### config.mk
export PLATFORM = sky130hd
export DESIGN_NAME = pattern_select_ctrl
export DESIGN_NICKNAME = d
export VERILOG_FILES = /design/src/rtl/pattern_select_ctrl.sv
export SDC_FILE = /design/constraint.sdc
export NUM_CORES = 1
export LEC_CHECK = 0
export CAP_MARGIN = 30
export CELL_PAD_IN_SITES_DETAIL_PLACEMENT = 0
export CELL_PAD_IN_SITES_GLOBAL_PLACEMENT = 1
export CORE_MARGIN = 2
export CORE_UTILIZATION = 46
export DETAILED_ROUTE_END_ITERATION = 16
export GPL_ROUTABILITY_DRIVEN = 0
export PLACE_DENSITY = 0.81
export SKIP_CTS_REPAIR_TIMING = 1
export SYNTH_ARGS = -nofsm -noshare
export SYNTH_HDL_FRONTEND = slang
export SYNTH_SLANG_ARGS = --single-unit
### constraint.sdc
create_clock -name i_clk -period 2.4 [get_ports i_clk]
set_input_delay 0.24 -clock i_clk [delete_from_list [all_inputs] [get_ports i_clk]]
set_output_delay 0.24 -clock i_clk [all_outputs]
set_load 0.1 [all_outputs]
### src/rtl/pattern_select_ctrl.sv
// Button-driven test-pattern selector: 2-FF synchroniser, debounce FSM, and a pending index that is
// applied to o_pattern only at a vsync falling edge. Define PATTERN_AUTO_CYCLE_EN for frame-timed auto advance.
module pattern_select_ctrl #(
  parameter int PATTERN_WIDTH   = 3,
  parameter int NUM_PATTERNS    = 8,
  parameter int DEBOUNCE_CYCLES = 250000,
  parameter int AUTO_FRAMES     = 120
) (
  input  logic                     i_clk,
  input  logic                     i_rst_n,
  input  logic                     i_button,
  input  logic                     i_vsync,
  output logic [PATTERN_WIDTH-1:0] o_pattern,
  output logic                     o_pending,
  output logic                     o_btn_level
);

  localparam int CNT_W = $clog2(DEBOUNCE_CYCLES);
  localparam logic [CNT_W-1:0] CNT_LAST = CNT_W'(DEBOUNCE_CYCLES - 1);
  localparam logic [PATTERN_WIDTH-1:0] LAST_IDX = PATTERN_WIDTH'(NUM_PATTERNS - 1);

  generate
    if (NUM_PATTERNS < 2 || NUM_PATTERNS > 2**PATTERN_WIDTH || DEBOUNCE_CYCLES < 2 || AUTO_FRAMES < 1)
    begin : g_bad_params
      $error("pattern_select_ctrl: parameter out of range");
    end
  endgenerate

  typedef enum logic [1:0] {
    S_RELEASED,
    S_PRESS_WAIT,
    S_PRESSED,
    S_RELEASE_WAIT
  } state_t;

  state_t                   state_reg, state_next;
  logic [CNT_W-1:0]         cnt_reg, cnt_next;
  logic                     btn_meta_reg, btn_s_reg;
  logic                     level_reg, level_next;
  logic                     vsync_d_reg;
  logic [PATTERN_WIDTH-1:0] pattern_reg, pattern_next;
  logic [PATTERN_WIDTH-1:0] pend_idx_reg, pend_idx_next;
  logic                     pending_reg, pending_next;
  logic                     press_strobe;
  logic                     boundary;
  logic [PATTERN_WIDTH-1:0] base_idx, inc_idx;

`ifdef PATTERN_AUTO_CYCLE_EN
  localparam int FRAME_W = (AUTO_FRAMES > 1) ? $clog2(AUTO_FRAMES) : 1;
  localparam logic [FRAME_W-1:0] FRAME_LAST = FRAME_W'(AUTO_FRAMES - 1);
  logic [FRAME_W-1:0] frame_cnt_reg, frame_cnt_next;
`endif

  assign boundary = vsync_d_reg & ~i_vsync;
  // Increments chain off the pending index so several presses in one frame accumulate.
  assign base_idx = pending_reg ? pend_idx_reg : pattern_reg;
  assign inc_idx  = (base_idx == LAST_IDX) ? '0 : base_idx + PATTERN_WIDTH'(1);

  always_ff @(posedge i_clk or negedge i_rst_n) begin
    if (!i_rst_n) begin
      btn_meta_reg  <= 1'b0;
      btn_s_reg     <= 1'b0;
      state_reg     <= S_RELEASED;
      cnt_reg       <= '0;
      level_reg     <= 1'b0;
      vsync_d_reg   <= 1'b1;
      pattern_reg   <= '0;
      pend_idx_reg  <= '0;
      pending_reg   <= 1'b0;
`ifdef PATTERN_AUTO_CYCLE_EN
      frame_cnt_reg <= '0;
`endif
    end else begin
      btn_meta_reg  <= i_button;
      btn_s_reg     <= btn_meta_reg;
      state_reg     <= state_next;
      cnt_reg       <= cnt_next;
      level_reg     <= level_next;
      vsync_d_reg   <= i_vsync;
      pattern_reg   <= pattern_next;
      pend_idx_reg  <= pend_idx_next;
      pending_reg   <= pending_next;
`ifdef PATTERN_AUTO_CYCLE_EN
      frame_cnt_reg <= frame_cnt_next;
`endif
    end
  end

  // Debounce: a level change is accepted only after DEBOUNCE_CYCLES consecutive agreeing samples.
  always_comb begin
    state_next   = state_reg;
    cnt_next     = cnt_reg;
    level_next   = level_reg;
    press_strobe = 1'b0;
    case (state_reg)
      S_RELEASED: begin
        if (btn_s_reg) begin
          state_next = S_PRESS_WAIT;
          cnt_next   = '0;
        end
      end
      S_PRESS_WAIT: begin
        if (!btn_s_reg) begin
          state_next = S_RELEASED;
        end else if (cnt_reg == CNT_LAST) begin
          state_next   = S_PRESSED;
          level_next   = 1'b1;
          press_strobe = 1'b1;
        end else begin
          cnt_next = cnt_reg + CNT_W'(1);
        end
      end
      S_PRESSED: begin
        if (!btn_s_reg) begin
          state_next = S_RELEASE_WAIT;
          cnt_next   = '0;
        end
      end
      S_RELEASE_WAIT: begin
        if (btn_s_reg) begin
          state_next = S_PRESSED;
        end else if (cnt_reg == CNT_LAST) begin
          state_next = S_RELEASED;
          level_next = 1'b0;
        end else begin
          cnt_next = cnt_reg + CNT_W'(1);
        end
      end
      default: begin
        state_next = S_RELEASED;
        cnt_next   = '0;
      end
    endcase
  end

  always_comb begin
    pattern_next  = pattern_reg;
    pend_idx_next = pend_idx_reg;
    pending_next  = pending_reg;
    if (press_strobe) begin
      pend_idx_next = inc_idx;
      pending_next  = 1'b1;
    end
    if (boundary) begin
      if (press_strobe) begin
        pattern_next = inc_idx;
        pending_next = 1'b0;
      end else if (pending_reg) begin
        pattern_next = pend_idx_reg;
        pending_next = 1'b0;
      end
`ifdef PATTERN_AUTO_CYCLE_EN
      // Nothing pending here, so inc_idx is o_pattern + 1.
      else if (frame_cnt_reg == FRAME_LAST) begin
        pattern_next = inc_idx;
      end
`endif
    end
  end

`ifdef PATTERN_AUTO_CYCLE_EN
  always_comb begin
    frame_cnt_next = frame_cnt_reg;
    if (press_strobe) begin
      frame_cnt_next = '0;
    end else if (boundary) begin
      frame_cnt_next = (frame_cnt_reg == FRAME_LAST) ? '0 : frame_cnt_reg + FRAME_W'(1);
    end
  end
`endif

  assign o_pattern   = pattern_reg;
  assign o_pending   = pending_reg;
  assign o_btn_level = level_reg;

endmodule

==> flow_metrics.py, run 1 <==
metrics = {
    "status": {
        "outcome": "finished clean",
    },
    "layout": {
        "nNetsFinal": 199,
        "fin_util_pct": 54.9,
        "diodes": 0,
        "design_area_um2": 2010,
        "largest_reg_flops": 18,
        "regArea_um2": 778,
        "stdcell_count": 241,
        "drive_above_1_share_pct": 16.1,
        "nFillCells": 326,
        "multiInputGateArea_um2": 917,
        "syn_to_final_growth_pct": 14.6,
    },
    "clock_network": {
        "cts.htree.levels": 2,
        "cts_tree": "yes",
        "clk_pin_slew_ns": 0.07,
        "clockBufferDepth": 2,
        "insertion_delay_ns": 0.28,
        "cts-root-buf": "clkbuf_8",
        "cts_buffers": 5,
        "cts_sinks": 31,
    },
    "detailed_routing": {
        "vias_per_cell": 6.02,
        "wirelength_um": 3990,
        "wl_per_cell_um": 16.6,
        "dr.pass1.iters": 6,
        "final_antenna_net_count": 0,
        "drc_errors": 0,
        "vias": 1450,
        "drt-initial-drc-count": 183,
    },
    "synthesis": {
        "synth-edff-count": 0,
        "synth_nets": 184,
        "synth_area_um2": 1750,
        "yosysMostFrequentCell": "dfrtp_1",
        "synthTopCellsByArea": "dfrtp_1 (43%), mux2i_1 (4.6%), nand2_1 (3.4%)",
        "yosys_warnings": 0,
        "ys_seq_area_share_pct": 44.4,
        "netlist_instances": 177,
        "yosysTopAreaCellShare_pct": 42.9,
        "syn_area_per_cell_um2": 9.90,
        "ys_seq_elements": 31,
        "async_flop_share_pct": 100,
        "ys_top_cells_by_count": "dfrtp_1 (30), nand2_1 (16), nor2_1 (10), mux2i_1 (8), nand3_1 (8)",
        "yosys.area.top_type": "dfrtp_1",
        "synth_cell_types": 52,
        "synth_ff_type": "dfrtp_1",
    },
    "pwr": {
        "power_leakage_nw": 0.891,
        "irDropWorstVdd_mv": 0.354,
        "powerDensity_nw_per_um2": 600,
    },
    "sta": {
        "rsz0062_at_grt": "no",
        "maxSlewHeadroom_pct": 67.7,
        "maxSlewViolCount": 0,
        "fin_setup_tns_ns": 0,
        "fin_crit_ns": 2.03,
        "setup_viol": 0,
        "hold_slack_ns": 0.350,
        "timing.fmax_mhz": 492,
        "post-route-period-util_pct": 84.7,
        "worst_pin_slew_ns": 0.484,
        "fin_skew_ns": 0.00846,
        "hold_violations": 0,
    },
    "placement": {
        "port_buffers": 8,
        "placed_cell_area_um2": 1890,
        "dpl.hpwl_um": 2750,
        "placedCellCount": 233,
    },
    "critical_path": {
        "worst-path-max-fanout": 9,
        "required_ns": 2.63,
        "slowest_stage": "dfrtp_2",
        "worstPathArrival_ns": 2.26,
        "crit_chain": "mux2_2 -> ha_1 -> ha_1 -> or3_1 -> or3_1 -> nand3_1",
        "worst_path_largest_cell_delay_ns": 0.44,
        "critPathLaunchType": "flip-flop",
        "endpoint_kind": "flip-flop",
        "crit_type": "flip-flop to flip-flop",
    },
    "worst_hold_path": {
        "hold_path.class": "input port to async pin",
    },
    "die": {
        "core_area_um2": 3660,
        "row_count": 22,
        "die_x_um": 65.7,
        "start_util_pct": 47.8,
        "dieArea_um2": 4320,
        "die_y_um": 65.7,
        "io_pins": 9,
    },
    "global_route": {
        "grt_pass1_vias": 1475,
        "grt_pass1_wl_um": 7070,
        "grt_max_degree": 32,
        "antenna_found_initial": 0,
        "overflow": 0,
        "grt_usage_pct": 21.9,
    },
    "run": {
        "cap_violations": 0,
    },
}
[worst paths after layout]
kind,depth (start not counted),to,slack (ns),start
setup / recovery,6,o_pattern[0]$_DFFE_PN0P_,0.37,o_pending$_DFF_PN0_
hold / removal,2,o_pattern[0]$_DFFE_PN0P_,0.35,i_rst_n
setup reg to reg,6,o_pattern[0]$_DFFE_PN0P_,0.37,o_pending$_DFF_PN0_
hold reg to reg,0,btn_s_reg$_DFF_PN0_,0.36,btn_meta_reg$_DFF_PN0_
max in group asynchronous,2,vsync_d_reg$_DFF_PN1_,1.73,i_rst_n
min in group i_clk,0,btn_s_reg$_DFF_PN0_,0.36,btn_meta_reg$_DFF_PN0_
[area by class of cell]
type                            instances  share of cell area, %
Timing Repair Buffer                   13                   5.23
Tap cell                               48                   2.99
Multi-Input combinational cell        133                   45.7
Sequential cell                        31                   38.8
Clock inverter                          2                   1.74
Clock buffer                            6                   4.11
Inverter                                8                   1.50
[layout by cell type, fill, tap and decap left out, drive strengths merged, types with 5 or more instances in the layout]
cell type and n:
clkbuf 6, mux2 5, buf 10, nand4 5, nor2 10, nor2b 5
a31oi 5, or3 7, and3 5, nand3 9, dfrtp 30, mux2i 8
o21ai 7, inv 8, nand2 16
[power breakdown]
group          total [mW]  internal (mW)  switching (mW)  leakage (nW)
sequential          0.581          0.545          0.0355         0.418
clock               0.533          0.336           0.197        0.0612
combinational      0.0923         0.0399          0.0524         0.412
[layer usage]
layer / track usage [%] / share of wire, % / vias up / wire [um]
met2: 33.0 / 48 / 41 / 1940
met3: 6.85 / 5.3 / 7 / 213
met1: 28.9 / 45 / 707 / 1780
li1: - / - / 695 / -
met5: 0 / 0 / - / 0
met4: 9.90 / 1.5 / 0 / 60
[cell families (layout without fill, tap and decap cells)]
| family | count (synthesis) | count (layout) | synth area share [%] |
|---|---|---|---|
| compound gates | 39 | 39 | 16.4 |
| mux | 13 | 13 | 8.00 |
| simple gates | 76 | 76 | 24.8 |
| buf+inv | 13 | 29 | 3.29 |
| xor+xnor | 2 | 2 | 1.00 |
| flops | 31 | 31 | 44.4 |
| fa+ha+maj | 3 | 3 | 2.14 |
[worst max-delay path: cells and delay by family, from the launching register on]
family                     cells  cell delay, ns
and+or+nand+nor                3            0.75
DFF                            1            0.44
adders and majority gates      2            0.39
muxes                          1            0.39
[per-stage QoR]
stage	setup WS, ns	total power, mW
after floorplan	0.0594	0.637
after detailed placement	0.380	0.684
after global placement	0.458	0.679
after CTS	0.356	1.22
after global routing	0.259	1.26
final	0.366	1.21
(Power assumes the default switching activity.)
==> run 2, diff against run 1 <==
Clock period 2.4 ns to 1.95 ns, I/O delays scaled along.
==> run 2 against run 1 <==
Against the previous run: the flow now finishes with violations (setup timing); fmax grew 2.6%; critical path depth is the same; final cell count grew 3.3%; sequential share of layout area shrank 0.91 points; sequential cell count is the same; global-route usage shrank 0.52 points; clock power shrank 2%; worst hold slack lost 0.048 ns; highest routed layer unchanged.
==> flow_metrics.py, run 2 (same netlist as run 1, synthesis figures left out) <==
metrics = {
    "detailed_routing": {
        "vias": 1490,
        "final_antenna_net_count": 0,
        "wl_per_cell_um": 16.2,
        "drc_errors": 0,
        "dr.pass1.iters": 4,
        "wirelength_um": 4030,
        "vias_per_cell": 5.98,
        "drt-initial-drc-count": 135,
    },
    "critical_path": {
        "critPathLaunchType": "flip-flop",
        "worstPathArrival_ns": 2.20,
        "r2r_slack_ns": -0.03,
        "reg2reg_to": "o_pattern[0]$_DFFE_PN0P_",
        "crit_type": "flip-flop to flip-flop",
        "rr_worst_depth": 6,
        "required_ns": 2.17,
        "r2r_start": "o_pending$_DFF_PN0_",
        "worst-path-max-fanout": 6,
        "endpoint_kind": "flip-flop",
    },
    "layout": {
        "nFillCells": 320,
        "syn_to_final_growth_pct": 18.7,
        "layout_commonest_cell": "dfrtp_1",
        "nNetsFinal": 207,
        "final_cell_mix": "dfrtp_1 (26), buf_4 (18), nand2_1 (16)",
        "fin_util_pct": 56.8,
        "stdcell_count": 249,
        "diodes": 0,
        "largest_reg_flops": 18,
        "design_area_um2": 2080,
        "drive_above_1_share_pct": 21.4,
    },
    "worst_hold_path": {
        "hold_path.class": "input port to async pin",
    },
    "sta": {
        "maxSlewHeadroom_pct": 67.0,
        "rsz0062_at_grt": "yes",
        "fin_crit_ns": 1.98,
        "fin_setup_tns_ns": -0.0321,
        "post-route-period-util_pct": 102,
        "worst_slack_ns": -0.0321,
        "timing.fmax_mhz": 505,
        "setup_viol": 1,
        "fin_skew_ns": 0.00699,
        "maxSlewViolCount": 0,
        "worst_pin_slew_ns": 0.495,
        "hold_violations": 0,
        "hold_slack_ns": 0.302,
    },
    "run": {
        "cap_violations": 0,
    },
    "clock_network": {
        "cts.htree.levels": 2,
        "clockBufferDepth": 2,
        "insertion_delay_ns": 0.29,
        "cts-root-buf": "clkbuf_8",
        "cts_tree": "yes",
        "clk_pin_slew_ns": 0.07,
        "cts_buffers": 5,
        "cts_sinks": 31,
    },
    "pwr": {
        "p_total_mw": 1.35,
        "irDropWorstVdd_mv": 0.483,
        "powerDensity_nw_per_um2": 651,
        "power_leakage_nw": 0.906,
    },
    "global_route": {
        "grt_pass1_wl_um": 6870,
        "overflow": 0,
        "antenna_found_initial": 0,
        "grt_pass1_vias": 1406,
        "grt_max_degree": 32,
        "grt_usage_pct": 21.4,
    },
    "placement": {
        "placedCellCount": 241,
        "placed_cell_area_um2": 1980,
        "dpl.hpwl_um": 2800,
        "port_buffers": 8,
        "dpl_worst_slack_ns": -0.00465,
    },
    "status": {
        "violations": "setup timing",
        "outcome": "finished with violations",
    },
    "die": {
        "io_pins": 9,
        "die_x_um": 65.7,
        "dieArea_um2": 4320,
        "row_count": 22,
        "core_area_um2": 3660,
        "start_util_pct": 47.8,
        "die_y_um": 65.7,
    },
}
-- run 2: layout make-up --
cell class | count | area (um^2) | area share (%)
Inverter | 8 | 30.0 | 1.44
Sequential cell | 31 | 787 | 37.8
Clock buffer | 7 | 86.3 | 4.15
Clock inverter | 1 | 5.00 | 0.241
Timing Repair Buffer | 21 | 165 | 7.94
Multi-Input combinational cell | 133 | 946 | 45.5
Tap cell | 48 | 60.1 | 2.89
-- run 2: routing by layer --
metal  global-route usage (%)  routed length, um  up-vias
met5                        0                  0        -
li1                         -                  -      715
met4                     8.59                 72        0
met3                     7.36                263        7
met1                     29.2               1830      720
met2                     31.1               1870       48
-- run 2: power breakdown --
| group | switching (mW) | leakage (nW) | internal (mW) |
|---|---|---|---|
| clock | 0.236 | 0.0482 | 0.284 |
| sequential | 0.0424 | 0.412 | 0.671 |
| combinational | 0.0667 | 0.446 | 0.0540 |
-- run 2: critical path, stage by stage (launching register included) --
cell and delay (ns):
dfrtp_4 0.51, mux2_4 0.33, ha_4 0.17, ha_4 0.15
or3_1 0.33, or3_1 0.35, nand3_1 0.09
-- run 2: worst max path at each step --
stage	start	end	slack [ns]	cells past startpoint
2_1_floorplan	o_pending$_DFF_PN0_	o_pattern[0]$_DFFE_PN0P_	-0.14	6
3_3_place_gp	o_pending$_DFF_PN0_	o_pattern[0]$_DFFE_PN0P_	0.03	6
3_5_place_dp	o_pending$_DFF_PN0_	o_pattern[0]$_DFFE_PN0P_	-0.005	6
4_1_cts	o_pending$_DFF_PN0_	o_pattern[0]$_DFFE_PN0P_	-0.02	6
5_1_grt	o_pending$_DFF_PN0_	o_pattern[0]$_DFFE_PN0P_	-0.08	6
6_report	o_pending$_DFF_PN0_	o_pattern[0]$_DFFE_PN0P_	-0.03	6
